File: config.mk
export PLATFORM = sky130hd
export DESIGN_NAME = sid_frame_player_flat
export DESIGN_NICKNAME = d
export VERILOG_FILES = /design/src/rtl/sid_pkg.sv /design/src/rtl/sid_frame_player_if.sv /design/src/rtl/sid_frame_timer.sv /design/src/rtl/sid_frame_player.sv /design/src/flat_wrapper.sv
export SDC_FILE = /design/constraint.sdc
export NUM_CORES = 1
export LEC_CHECK = 0
export ABC_AREA = 1
export CAP_MARGIN = 20
export CORE_ASPECT_RATIO = 0.6
export CORE_MARGIN = 4
export CORE_UTILIZATION = 37
export DETAILED_ROUTE_END_ITERATION = 6
export DONT_BUFFER_PORTS = 1
export HOLD_SLACK_MARGIN = 0.08
export PLACE_DENSITY = 0.53
export SYNTH_ARGS = -nofsm -noshare
export SYNTH_HDL_FRONTEND = slang
export SYNTH_SLANG_ARGS = --single-unit
File: constraint.sdc
create_clock -name slowclk -period 3.8 [get_ports slowclk]
set_input_delay 0.38 -clock slowclk [delete_from_list [all_inputs] [get_ports slowclk]]
set_output_delay 0.38 -clock slowclk [all_outputs]
set_load 0.1 [all_outputs]
File: src/rtl/sid_pkg.sv
// Shared types and constants for the SID frame player.
// Player FSM states plus SID register-file geometry.
package sid_pkg;

  typedef enum logic [1:0] {
    IDLE,
    FETCH,
    STROBE,
    WAIT_FRAME
  } player_state_t;

  localparam int SID_NUM_REGS = 25;
  localparam int SID_REG_W    = 5;

endpackage

File: src/rtl/sid_frame_player_if.sv
// Host write-request channel into the SID frame player.
// valid/addr/data from the host, ready pulses when accepted.
interface sid_frame_player_if;
  import sid_pkg::*;

  logic                 host_valid;
  logic [SID_REG_W-1:0] host_addr;
  logic [7:0]           host_data;
  logic                 host_ready;

  modport master (
    output host_valid,
    output host_addr,
    output host_data,
    input  host_ready
  );

  modport slave (
    input  host_valid,
    input  host_addr,
    input  host_data,
    output host_ready
  );

endinterface

File: src/rtl/sid_frame_timer.sv
// Frame period timer: counts clk_en pulses while enabled.
// Ports: slowclk/n_reset, clk_en, en, clear; frame_tick on last pulse.
module sid_frame_timer #(
  parameter int FRAME_TICKS = 20000
) (
  input  logic slowclk,
  input  logic n_reset,
  input  logic clk_en,
  input  logic en,
  input  logic clear,
  output logic frame_tick
);

  localparam int CW = $clog2(FRAME_TICKS + 1);
  localparam logic [CW-1:0] LAST = CW'(FRAME_TICKS - 1);

  logic [CW-1:0] cnt_q, cnt_d;

  assign frame_tick = en & clk_en & ~clear
                    & (cnt_q == LAST);

  always_comb begin
    cnt_d = cnt_q;
    if (clear) begin
      cnt_d = '0;
    end else if (en && clk_en) begin
      if (cnt_q == LAST) cnt_d = '0;
      else               cnt_d = cnt_q + CW'(1);
    end
  end

  always_ff @(posedge slowclk or negedge n_reset) begin
    if (!n_reset) cnt_q <= '0;
    else          cnt_q <= cnt_d;
  end

endmodule

File: src/rtl/sid_frame_player.sv
// Plays a frame-ordered SID register dump, one write per clk_en slot.
// Ports: slowclk/n_reset, clk_en, start/stop, mem_addr/mem_data,
// host (slave), sid_addr/sid_data/sid_n_cs, playing, overrun, frame_cnt.
module sid_frame_player
  import sid_pkg::*;
#(
  parameter int ADDR_W         = 12,
  parameter int REGS_PER_FRAME = SID_NUM_REGS,
  parameter int NUM_FRAMES     = 51,
  parameter int FRAME_TICKS    = 20000
) (
  input  logic                 slowclk,
  input  logic                 n_reset,
  input  logic                 clk_en,
  input  logic                 start,
  input  logic                 stop,
  output logic [ADDR_W-1:0]    mem_addr,
  input  logic [7:0]           mem_data,
  sid_frame_player_if.slave    host,
  output logic [SID_REG_W-1:0] sid_addr,
  output logic [7:0]           sid_data,
  output logic                 sid_n_cs,
  output logic                 playing,
  output logic                 overrun,
  output logic [15:0]          frame_cnt
);

  localparam logic [SID_REG_W-1:0] REG_LAST =
    SID_REG_W'(REGS_PER_FRAME - 1);
  localparam logic [15:0] FRAME_LAST =
    16'(NUM_FRAMES - 1);

  player_state_t state_q, state_d;
  player_state_t ret_q, ret_d;
  player_state_t eff_state;

  logic                 play_q, play_d;
  logic                 rd_ok_q, rd_ok_d;
  logic                 tick_q, tick_d;
  logic                 over_q, over_d;
  logic                 stpend_q, stpend_d;
  logic                 sppend_q, sppend_d;
  logic                 n_cs_q, n_cs_d;
  logic [ADDR_W-1:0]    addr_q, addr_d;
  logic [SID_REG_W-1:0] reg_q, reg_d;
  logic [SID_REG_W-1:0] sa_q, sa_d;
  logic [7:0]           sd_q, sd_d;
  logic [15:0]          frame_q, frame_d;

  logic in_strobe, stop_req, start_req, act;
  logic host_go, play_go, strobe_done, frame_go;
  logic frame_tick, tmr_clr;

  // A host strobe parks the playback state in ret_q;
  // eff_state is where playback really is.
  assign eff_state = (state_q == STROBE) ? ret_q : state_q;
  assign in_strobe = (state_q == STROBE);

  assign stop_req  = stop | sppend_q;
  assign start_req = (start | stpend_q) & ~stop_req;
  assign act       = ~in_strobe & (stop_req | start_req);

  assign host_go   = ~in_strobe & ~act & host.host_valid;
  assign play_go   = ~in_strobe & ~act & ~host.host_valid
                   & (state_q == FETCH) & rd_ok_q;
  assign strobe_done = in_strobe & clk_en;
  assign frame_go  = (state_q == WAIT_FRAME) & ~act & ~host_go
                   & (frame_tick | tick_q);

  assign host.host_ready = host_go & n_reset;

  assign mem_addr  = addr_q;
  assign sid_addr  = sa_q;
  assign sid_data  = sd_q;
  assign sid_n_cs  = n_cs_q;
  assign playing   = (eff_state != IDLE);
  assign overrun   = over_q;
  assign frame_cnt = frame_q;

  sid_frame_timer #(
    .FRAME_TICKS (FRAME_TICKS)
  ) u_timer (
    .slowclk    (slowclk),
    .n_reset    (n_reset),
    .clk_en     (clk_en),
    .en         (playing),
    .clear      (tmr_clr),
    .frame_tick (frame_tick)
  );

  always_comb begin
    state_d  = state_q;
    ret_d    = ret_q;
    play_d   = play_q;
    rd_ok_d  = rd_ok_q;
    tick_d   = tick_q | frame_tick;
    over_d   = over_q;
    stpend_d = stpend_q;
    sppend_d = sppend_q;
    n_cs_d   = n_cs_q;
    addr_d   = addr_q;
    reg_d    = reg_q;
    sa_d     = sa_q;
    sd_d     = sd_q;
    frame_d  = frame_q;
    tmr_clr  = 1'b0;

    // start/stop during a strobe wait for it to end
    if (in_strobe) begin
      if (stop) begin
        sppend_d = 1'b1;
        stpend_d = 1'b0;
      end else if (start) begin
        stpend_d = 1'b1;
        sppend_d = 1'b0;
      end
    end

    if (frame_tick && eff_state != WAIT_FRAME)
      over_d = 1'b1;

    // first FETCH cycle covers the sid_mem read latency
    if (state_q == FETCH) rd_ok_d = 1'b1;

    unique case (1'b1)
      act: begin
        stpend_d = 1'b0;
        sppend_d = 1'b0;
        if (stop_req) begin
          state_d = IDLE;
        end else begin
          state_d = FETCH;
          reg_d   = '0;
          addr_d  = '0;
          frame_d = '0;
          over_d  = 1'b0;
          tick_d  = 1'b0;
          rd_ok_d = 1'b0;
          tmr_clr = 1'b1;
        end
      end
      host_go: begin
        sa_d    = host.host_addr;
        sd_d    = host.host_data;
        n_cs_d  = 1'b0;
        ret_d   = state_q;
        play_d  = 1'b0;
        state_d = STROBE;
      end
      play_go: begin
        sa_d    = reg_q;
        sd_d    = mem_data;
        n_cs_d  = 1'b0;
        ret_d   = FETCH;
        play_d  = 1'b1;
        state_d = STROBE;
      end
      strobe_done: begin
        n_cs_d  = 1'b1;
        state_d = ret_q;
        if (play_q) begin
          addr_d  = addr_q + ADDR_W'(1);
          rd_ok_d = 1'b0;
          if (reg_q == REG_LAST) begin
            reg_d   = '0;
            state_d = WAIT_FRAME;
          end else begin
            reg_d = reg_q + SID_REG_W'(1);
          end
        end
      end
      frame_go: begin
        state_d = FETCH;
        tick_d  = 1'b0;
        rd_ok_d = 1'b0;
        reg_d   = '0;
        if (frame_q == FRAME_LAST) begin
          frame_d = '0;
          addr_d  = '0;
        end else begin
          frame_d = frame_q + 16'd1;
        end
      end
      default: ;
    endcase
  end

  always_ff @(posedge slowclk or negedge n_reset) begin
    if (!n_reset) begin
      state_q  <= IDLE;
      ret_q    <= IDLE;
      play_q   <= 1'b0;
      rd_ok_q  <= 1'b0;
      tick_q   <= 1'b0;
      over_q   <= 1'b0;
      stpend_q <= 1'b0;
      sppend_q <= 1'b0;
      n_cs_q   <= 1'b1;
      addr_q   <= '0;
      reg_q    <= '0;
      sa_q     <= '0;
      sd_q     <= '0;
      frame_q  <= '0;
    end else begin
      state_q  <= state_d;
      ret_q    <= ret_d;
      play_q   <= play_d;
      rd_ok_q  <= rd_ok_d;
      tick_q   <= tick_d;
      over_q   <= over_d;
      stpend_q <= stpend_d;
      sppend_q <= sppend_d;
      n_cs_q   <= n_cs_d;
      addr_q   <= addr_d;
      reg_q    <= reg_d;
      sa_q     <= sa_d;
      sd_q     <= sd_d;
      frame_q  <= frame_d;
    end
  end

endmodule

File: src/flat_wrapper.sv
// flat-port wrapper written by rule: the top's interface ports become plain ports
module sid_frame_player_flat import sid_pkg::*;
#(
  parameter int ADDR_W         = 12,
  parameter int REGS_PER_FRAME = SID_NUM_REGS,
  parameter int NUM_FRAMES     = 51,
  parameter int FRAME_TICKS    = 20000
)
  (slowclk, n_reset, clk_en, start, stop, mem_addr, mem_data, sid_addr, sid_data, sid_n_cs, playing, overrun, frame_cnt, host_host_valid, host_host_addr, host_host_data, host_host_ready);
  sid_frame_player_if host_i ();
  input  logic slowclk;
  input  logic n_reset;
  input  logic clk_en;
  input  logic start;
  input  logic stop;
  output logic [ADDR_W-1:0] mem_addr;
  input  logic [7:0] mem_data;
  output logic [SID_REG_W-1:0] sid_addr;
  output logic [7:0] sid_data;
  output logic sid_n_cs;
  output logic playing;
  output logic overrun;
  output logic [15:0] frame_cnt;
  input wire logic [$bits(host_i.host_valid)-1:0] host_host_valid;
  input wire logic [$bits(host_i.host_addr)-1:0] host_host_addr;
  input wire logic [$bits(host_i.host_data)-1:0] host_host_data;
  output wire logic [$bits(host_i.host_ready)-1:0] host_host_ready;
  assign host_i.host_valid = host_host_valid;
  assign host_i.host_addr = host_host_addr;
  assign host_i.host_data = host_host_data;
  assign host_host_ready = host_i.host_ready;
  sid_frame_player #(.ADDR_W(ADDR_W), .REGS_PER_FRAME(REGS_PER_FRAME), .NUM_FRAMES(NUM_FRAMES), .FRAME_TICKS(FRAME_TICKS)) u_core (.slowclk(slowclk), .n_reset(n_reset), .clk_en(clk_en), .start(start), .stop(stop), .mem_addr(mem_addr), .mem_data(mem_data), .host(host_i), .sid_addr(sid_addr), .sid_data(sid_data), .sid_n_cs(sid_n_cs), .playing(playing), .overrun(overrun), .frame_cnt(frame_cnt));
endmodule
### Word level (Yosys, flattened, before mapping)

Cells that the tools add are included.

| operators by class | value |
|---|---|
| equal/unequal tests | 10 |
| reduce and logical (&&, ||, !) cells | 16 |
| $add $sub $neg | 4 |
| bitwise gates (word level) | 25 |
| mux-type cells | 43 |

Operators with widths:

| kind | number |
|---|---|
| two-way mux 15 bit | 3 |
| two-way mux 12 bit | 3 |
| case mux 12 bit (3 select lines) | 1 |
| two-way mux 16 bit | 2 |
| case mux 16 bit (2 select lines) | 1 |
| two-way mux 1 bit | 18 |
| adder 16 x 1 -> 16 bit, second input constant | 1 |
| equality test 16 x 6 -> 1 bit, second input constant | 1 |
| case mux 8 bit (2 select lines) | 1 |
| adder 15 x 1 -> 15 bit, second input constant | 1 |
| bitwise AND 1 bit | 15 |
| equality test 15 bit, second input constant | 1 |
| two-way mux 5 bit | 3 |
| case mux 5 bit (3 select lines) | 1 |
| adder 12 x 1 -> 12 bit, second input constant | 1 |
| nonzero test 2 bit | 6 |
| case mux 5 bit (2 select lines) | 1 |
| case mux 2 bit (4 select lines) | 1 |
| two-way mux 2 bit | 3 |
| inequality test 2 bit, second input constant | 3 |
| NOT 1 bit | 6 |
| case mux 1 bit (2 select lines) | 3 |
| nonzero test 3 bit | 2 |
| adder 5 x 1 -> 5 bit, second input constant | 1 |
| 13 further kinds | 19 |

| storage, ports and cells | value |
|---|---|
| output and inout bits | 45 |
| logic and storage cells | 113 |
| bits of input ports | 27 |
| bits in registers | 72 |

### Longest topological paths before layout

| depth | value |
|---|---|
| depth in word-level cells | 13 |
| mapped depth | 13 |
| depth with buffers taken out | 12 |

### Hierarchy

Synthesis repeated with hierarchy kept, for this count alone.

| unflattened totals | value |
|---|---|
| cell total of the unflattened synthesis | 588 |
| area, all modules | 4300.4 um^2 |

Modules (own cells, without submodules):

| module | sequential area each (um^2) | instances | area each (um^2) | cells an instance |
|---|---|---|---|---|
| sid_frame_player | 1427.6 | 1 | 3321.9 | 442 |
| sid_frame_timer | 375.4 | 1 | 978.4 | 146 |

### Worst setup path after synthesis

OpenSTA, ideal clock, no wires.

| timing path | value |
|---|---|
| path kind | reg-to-output |
| start point | reg u_core.sppend_q |
| end point | out host_host_ready |
| path buffers | 0 |
| data arrival time | 2.175 ns |
| cell stages (with the launch flop) | 6 |
| setup slack | 1.245 ns |
| data required time | 3.420 ns |
| path through | dfrtp_1 -> nor2_2 -> nand2_1 -> nor2_1 -> nand2_1 -> nor2_1 |

| on the way | value |
|---|---|
| longest elaborated chain between the ends | 9 |

RTL lines:

| element | line | source |
|---|---|---|
| from (decl) | sid_frame_player.sv:42 | `logic sppend_q, sppend_d;` |
| from (signal assigned) | sid_frame_player.sv:212 | `sppend_q <= sppend_d;` |
| OR 1 bit (*) | sid_frame_player.sv:59 | `assign stop_req = stop \| sppend_q;` |
| NOT 1 bit | sid_frame_player.sv:60 | `assign start_req = (start \| stpend_q) & ~stop_req;` |
| bitwise AND 1 bit | sid_frame_player.sv:60 |  |
| OR 1 bit (*) | sid_frame_player.sv:61 | `assign act = ~in_strobe & (stop_req \| start_req);` |
| bitwise AND 1 bit (*) | sid_frame_player.sv:61 |  |
| NOT 1 bit (*) | sid_frame_player.sv:63 | `assign host_go = ~in_strobe & ~act & host.host_valid;` |
| bitwise AND 1 bit (*) (2 in series) | sid_frame_player.sv:63 |  |
| bitwise AND 1 bit (*) | sid_frame_player.sv:70 | `assign host.host_ready = host_go & n_reset;` |
| to (decl) | flat_wrapper.sv:27 | `output wire logic [$bits(host_i.host_ready)-1:0] host_host_ready;` |

Every way passes the cells marked *; elsewhere a longest branch is shown, timed or not.

### Final worst setup path

Ends and elaborated chain as after synthesis.

==> impl_metrics.yaml <==
outcome:
  outcome: "complete, no violations"
cells_and_area:
  final_nets: 595
  antennaDiodeCount: 0
  syn_to_final_growth_pct: 15.19
  drive_gt1_frac: 0.1252
timing:
  drv_slew: 0
  fmax_mhz: 373.5
  fin_crit_ns: 2.677
  holdWs_ns: 0.1196
  skew_ns: 0.004924
  slew_headroom: 0.2821
  hold_violations: 0
  setup_viol: 0
  finalSetupTns_ns: 0
  grt_setup_unrepaired: "no"
  fin_crit_sh: 0.7046
  worstMarginPinSlew_ns: 1.076
place:
  gp_congestion: 0.8529
  dp_hpwl_mm: 7.510
  io_buffers: 0
clock_tree:
  clock-root-buffer: "clkbuf_16"
  cts_setup_buffers: 0
  cts_sinks: 72
  clk_pin_slew_worst_paths_ns: 0.05
  htree_num_levels: 3
  cts_tree: "built"
  holdBufCountCts: 2
  cts_resized: 0
  cts_buffers: 9
  clk_latency_ns: 0.33
  clock_path_buffers: 2
floorplan:
  io-pin-count: 72
  die_h_um: 89.63
  rows: 29
  die_w_um: 144.0
  start_util: 0.3839
  die_area_um2: 12910
  core-area_um2: 10700
synthesis:
  synth.distinct_cells: 34
  synth.largest_area_cell: "dfrtp_1"
  async_flop_share: 1.000
  synthCells: 536
  syn_nets: 569
  avgSynthCellArea_um2: 7.666
  synth_seq_area_share: 0.4388
  synth-edff-count: 0
  synth.cells.most_frequent: "132 x nand2_1, 76 x inv_1, 71 x dfrtp_1"
  synth_top_area_share: 0.4324
  synthTopCellsByArea: "dfrtp_1 43%, nand2_1 12%, inv_1 6.9%, o21ai_0 5.7%, xor2_1 4.0%"
  synth.cell_area_um2: 4109
  ys.flop_type: "dfrtp_1"
  synth_warnings: 0
  ys_seq_elements: 72
  synth_most_common_cell: "nand2_1"
hold_path:
  hp-class: "primary input to register"
global_route:
  grt_remaining_overflow: 0
  grt_pass1_vias: 3245
  grt_max_degree: 73
  grt.total_usage: 0.1683
  grt_antenna_before_repair: 1
  grt_pass1_wl_mm: 17.01
drt:
  wire_per_inst_um: 14.80
  via_per_inst: 4.925
  drtPass1Iterations: 5
  drtIter0Drc: 422
  vias: 3477
  routed_wl_mm: 10.45
  remaining_drc_errors: 0
  ant_nets: 0
run:
  maxCapViolations: 0
power_and_ir_drop:
  p_total_mw: 2.855
  power.leakage_nw: 2.227
  power_density_nw_per_um2: 603.3
  vdd_drop_max_mv: 0.2734
setup_path:
  max_stage_delay_ns: 0.84
  arrival_ns: 2.30
  path_class: "register to primary output"
  crit_path_start_kind: "register"
  cp_cell_sequence: "nor2_2 > nand2_1 > nor2_1 > nand2_1 > nor2_2"
  critPathCaptureType: "primary output"
  cp.required_ns: 3.42
  cp_slowest_cell: "nor2_2"
  cp_max_fo: 4
critical path, delay by kind of cell (launching register included):
kind             cells  cell delay, ns
DFF                  1            0.40
and+or+nand+nor      5            1.56
placed cells by master (no fill, tap or decap), drive strengths merged:
cell type / netlist / layout
nand2: 142 / 142
inv: 80 / 80
dfrtp: 71 / 71
o21ai: 53 / 53
nor2: 43 / 43
nand3: 34 / 34
buf: 11 / 26
nand4: 25 / 25
xor2: 19 / 19
o22ai: 16 / 16
a21oi: 13 / 13
clkbuf: 1 / 13
nor3: 11 / 11
ha: 6 / 6
o21a: 3 / 3
xnor2: 2 / 2
clkinv: 0 / 2
a32o: 1 / 1
or2: 1 / 1
nor4: 1 / 1
o211ai: 1 / 1
a31oi: 1 / 1
bufinv: 0 / 1
dlygate4sd3: 0 / 1
dfstp: 1 / 1
path summary, 6_finish.rpt:
| kind | start | to | slack, ns | cells after the start |
|---|---|---|---|---|
| min reg2reg | u_core.reg_q[4]$_DFFE_PN0P_ | u_core.reg_q[4]$_DFFE_PN0P_ | 0.51 | 2 |
| min | stop | u_core.stpend_q$_DFFE_PN0P_ | 0.12 | 1 |
| max | u_core.sppend_q$_DFFE_PN0P_ | host_host_ready | 1.12 | 5 |
| max reg2reg | u_core.sppend_q$_DFFE_PN0P_ | u_core.sid_addr[2]$_DFFE_PN0P_ | 1.25 | 8 |
| min in group asynchronous | n_reset | u_core.u_timer.cnt_q[13]$_DFFE_PN0P_ | 0.62 | 2 |
| max in group asynchronous | n_reset | u_core.sid_n_cs$_DFFE_PN1P_ | 2.81 | 2 |
registers in the layout, indices dropped and copies added (netlist names):
register              flops
u_core.sppend_q           1
u_core.frame_cnt         16
u_core.overrun            1
u_core.stpend_q           1
u_core.sid_addr           5
u_core.mem_addr          12
u_core.rd_ok_q            1
u_core.sid_n_cs           1
u_core.state_q            2
u_core.ret_q              2
u_core.play_q             1
u_core.sid_data           8
u_core.u_timer.cnt_q     15
u_core.tick_q             1
u_core.reg_q              5
through the flow:
step           area [µm²]    util  worst slack [ns]  std cells
2_1_floorplan        4109       -             1.245        536
3_3_place_gp         4395  0.4106             1.296        688
4_1_cts              4733  0.4422             1.095        706
5_1_grt              4733  0.4422            0.9061        706
6_report             4733  0.4422             1.123        706
3_5_place_dp         4395  0.4106             1.268        688
power breakdown:
| part | total [mW] | internal (mW) | leakage, nW | switching (mW) |
|---|---|---|---|---|
| clock | 0.855 | 0.542 | 0.150 | 0.313 |
| combinational | 0.470 | 0.126 | 1.10 | 0.344 |
| sequential | 1.53 | 0.878 | 0.972 | 0.653 |
layout make-up:
class	count	area, µm²
clock inverter	3	40.04
fill	1064	5971
inverter	80	300.3
multi-input combinational	372	1931
clock buffer	13	260.3
timing repair buffer	27	225.2
sequential	72	1803
tap	139	173.9
per-layer routing:
| layer | global-route usage | vias to the layer above | share of wire |
|---|---|---|---|
| met5 | 0 | - | 0 |
| met4 | 0.04188 | 0 | 0.0079 |
| met3 | 0.05926 | 7 | 0.080 |
| met2 | 0.2190 | 97 | 0.40 |
| met1 | 0.2603 | 1574 | 0.51 |
| li1 | - | 1799 | - |
logic make-up (layout without fill, tap and decap cells):
logic type      Yosys count  in the layout  share of synthesized area
simple gates            257            257                     0.2838
buf+inv                  92            123                    0.09196
compound gates           88             88                     0.1224
flops                    72             72                     0.4388
xor+xnor                 21             21                    0.04476
fa+ha+maj                 6              6                    0.01827
Note: power is estimated with default switching activity, not from simulation.
